### src/rtl/t_counter.sv
// t_counter: clear-controlled cycle timer for the button debouncer.
// Counts clk edges while clear is low and saturates at N, raising done on the
// edge where the count reaches N. Reset (rst_l, active-high) and clear both
// zero the state synchronously, with reset taking priority.
module t_counter #(
    parameter int N = 50,
    localparam int W = $clog2(N + 1)
) (
    input  logic         clk,
    input  logic         rst_l,
    input  logic         clear,
    output logic         done,
    output logic [W-1:0] count
);

    // Terminal value at the register width
    localparam logic [W-1:0] CountMax = W'(N);

    // Elaboration-time guard on the legal parameter range
    if (N < 1) begin : g_bad_n
        $error("t_counter: N must be >= 1");
    end

    logic [W-1:0] count_next;

    // Next count: reset wins over clear, clear wins over counting; saturate at N
    always_comb begin
        count_next = count;
        if (rst_l) begin
            count_next = '0;
        end else if (clear) begin
            count_next = '0;
        end else if (count != CountMax) begin
            count_next = count + 1'b1;
        end
    end

    // State update; done is registered from the next count so it tracks count == N
    always_ff @(posedge clk) begin
        count <= count_next;
        done  <= (count_next == CountMax);
    end

`ifndef SYNTHESIS
    // Invariants: count never exceeds N, and done mirrors count == N
    always_ff @(posedge clk) begin
        if (!rst_l) begin
            assert (count <= CountMax)
                else $error("t_counter: count above N");
            assert (done == (count == CountMax))
                else $error("t_counter: done out of step with count");
        end
    end
`endif

endmodule

### config.mk
export PLATFORM = sky130hd
export DESIGN_NAME = t_counter
export DESIGN_NICKNAME = d
export VERILOG_FILES = /design/src/rtl/t_counter.sv
export SDC_FILE = /design/constraint.sdc
export NUM_CORES = 1
export LEC_CHECK = 0
export CORE_AREA = 3 3 40 42
export DETAILED_ROUTE_END_ITERATION = 16
export DIE_AREA = 0 0 43 45
export DONT_BUFFER_PORTS = 1
export SLEW_MARGIN = 0
export SYNTH_ARGS = -nofsm -noshare
export SYNTH_HDL_FRONTEND = slang
export SYNTH_SLANG_ARGS = --single-unit
### constraint.sdc
create_clock -name clk -period 3.2 [get_ports clk]
set_input_delay 0.48 -clock clk [delete_from_list [all_inputs] [get_ports clk]]
set_output_delay 0.48 -clock clk [all_outputs]
set_load 0.01 [all_outputs]
==> results list <==
- For this block, the via count after detailed routing is 274.
- After clock tree synthesis, the setup repair step added 0 buffers.
- The count of nets left with antenna violations once routing finished came out at 0.
- Dpl cells: 56
- Hold Fails Final Rpt: 0
- Reg clk slew, reported paths: 60 ps
- The worst-case IR drop observed on VDD is 0.000103 V.
* Final period util: 46.8%
* Synth-to-Final Area Change: 11.4%
- Clock latency reported for the late side of the worst-skew pair: 260 ps
- Number of max-slew violations in the final report: 0
- Data on the critical path is required at its endpoint by 3390 ps.
- RSZ-0062 raised after global routing: no
- The number of global-route vias before repair is 245.
* Category of the worst setup path capture point: flop
- The total area inside the core boundary comes to 0.00128 mm^2.
- Top library cells by usage in the layout, fill and taps aside: dfxtp_1, nor2_1, nand2_1
- The worst setup path is of the flop to flop kind.
* Largest family of logic cells by synthesized area: simple AND/OR/NAND/NOR gates
- Flip-flop and latch count after synthesis: 7
* Most common library cell in the layout ignoring fill and taps: dfxtp_1
* Cells resized by post-CTS repair: 0
- The share of total power dissipated in the clock network is 45.2%.
* Routed wire length: 655 um
- For this design, the CTS-stage hold fixing added 0 buffers.
- Pre-Repair DR Iteration Count: 4
- Effective utilization at floorplan: 29.0%
- The count of buffers added on input and output ports is 0.
- Fin cells: 60
- In the routed layout, each cell is associated on average with a via count of 4.57.
- Number of instances in the synthesized netlist: 42
- Core Rows: 13
- The number of clock buffers added by TritonCTS is 3.
* Number of primary I/O pins: 10
- In the final timing run, aggregate negative setup slack is 0 ps.
* Net count, final: 51
- Setup Viol. Count Final: 0
- Fraction of layout cells with a size suffix above 1: 20.0%
- Count of cell types in the netlist: 20
* CTS Buffer Depth: 2
* CP max FO: 6
- Vertical extent of the die: 45 um
- Measured against its own limit, the worst slew margin works out to 78.8%.
- For the final database, setup skew stands at 8.82 ps.
- The congestion estimate from routability-driven global placement came to 0.639.
* Grt total ovfl: 0
- Share of synthesized area spent on multiplexers: 5.37%
* Share of total power in combinational logic: 4.1%
- Count of antenna diodes in the layout: 0
- Crit path arrival time: 1690 ps
- Num Clock Sinks: 7
* Sequential power share: 50.7%
* Average instance area after synthesis: 8.88 um^2
* Switching Fraction: 23.7%
- Final HPWL from detailed placement: 485 um
* Switching power of the nets: 42.6 uW
- Total Routing Usage GR: 7.75%
* Antenna violations before repair: 0
- TritonCTS built the clock tree.
* Die Area: 0.00194 mm^2
- The synthesized netlist devotes 11.7% of its cell area to XOR and XNOR gates.
- For this run, the number of Yosys warnings is 0.
- Leakage: 0.143 nW
* Final routed wire length divided by cell count: 10.9 um
- Maximum number of pins on one net before global-route repair: 8
* Max-cap violation count: 0
* First-pass GRT wire length: 1.04 mm
- Placed cell area: 388 um^2
- After synthesis the cells add up to 373 um^2.
* Worst slack on hold paths: 501 ps
- Layout Cell Area excl Fill: 415 um^2
- Number of fillers in the final layout: 132
- For this design the ratio of total power to cell area is 434 mW/mm^2.
- After synthesis, flip-flops and latches occupy 37.6% of the total area.
- Iter 0 DRT Violations: 6
* Width of the chip: 43 um
* Adder-cell share of the synthesized area: 6.71%
- The internal portion of the total power is 138 uW.
* Post-route DRC violation count: 0
- Status: finished clean
- Achievable Freq: 668 MHz
- When the netlist entered floorplanning its net count stood at 47.
- Post-Synth Simple-Gate Area: 32.2%
- For the finished layout, the period the worst path requires is 1500 ps.
* Root Buffer: clkbuf_4
- Launching element type of the critical path: flop
* Htree depth: 1
- Worst Hold Class: input pin to flop
* Slew of the pin with the lowest slew margin: 317 ps
- The synthesized netlist devotes 4.36% of its cell area to compound gates.
==> final cells by class <==
class	count	area (um^2)	area share, %
multi-input cells	33	225	54.2
clock buffers	3	22.5	5.42
flip-flops and latches	7	140	33.7
inverters	1	3.75	0.904
well taps	15	18.8	4.52
clock inverters	1	5.00	1.20
==> power by group through the flow <==
stage	sequential (mW)	clock, mW	combinational, mW
global route	0.0916	0.0882	0.00837
finish	0.0914	0.0814	0.00746
global placement	0.0933	0	0.00722
CTS	0.0914	0.0827	0.00753
floorplan	0.0925	0	0.00649
detailed placement	0.0934	0	0.00747
==> Yosys cell counts <==
cell      instances  share of area, %
dfxtp_1           7                38
nor2_1            6               6.0
nand2_1           4               4.0
xnor2_1           3               7.0
a21oi_1           2               2.7
ha_1              2               6.7
mux2i_1           2               5.4
nand3_1           2               2.7
or2_2             2               3.4
xor2_1            2               4.7
a31oi_1           1               1.7
clkbuf_1          1               1.0
inv_1             1               1.0
nand2b_1          1               1.7
nor2_4            1               3.0
nor2b_1           1               1.7
nor3_1            1               1.3
nor4_2            1               3.4
or2b_1            1               2.0
or3b_4            1               3.0
==> flip-flops by register name, summed over array words and instances (netlist names) <==
signal,cells
done,1
count,6
==> worst paths after layout <==
| check | startpoint | to | slack, ps | cells after the start |
|---|---|---|---|---|
| worst max register to register | count[0] | count[1] | 1700 | 6 |
| worst min-delay path | clear | count[0] | 500 | 2 |
| worst max-delay path | count[0] | count[1] | 1700 | 6 |
| worst min register to register | count[1] | count[1] | 600 | 2 |
==> logic make-up (layout without fill, tap and decap cells) <==
logic type,Yosys count,after routing
compound gates,3,3
xor+xnor,5,5
fa+ha+maj,2,2
buf+inv,2,5
flops,7,7
mux,2,2
simple gates,21,21
==> through the flow <==
step           setup slack (ps)  total power, mW  utilization (%)
5_1_grt                    1580            0.188             32.3
2_1_floorplan              1850           0.0990                -
6_report                   1700            0.180             32.3
4_1_cts                    1690            0.182             32.3
3_3_place_gp               1730            0.100             30.2
3_5_place_dp               1710            0.101             30.2
==> per-layer routing <==
layer / track usage (%) / routed length, um / vias to the layer above / part of all wire (%)
met2: 9.88 / 278 / 9 / 42
met1: 9.66 / 305 / 117 / 47
met4: 5.42 / 25 / 0 / 3.8
met5: 0 / 0 / - / 0
met3: 4.38 / 46 / 4 / 7.0
li1: - / - / 144 / -
==> critical path, cell delays in order, from the launching register on <==
cell and delay, ps:
dfxtp_1 490, inv_1 130, ha_1 220, nand2_1 120, nor2_4 70, or2_2 270
a21oi_1 140
Note: power is estimated with default switching activity, not from simulation.
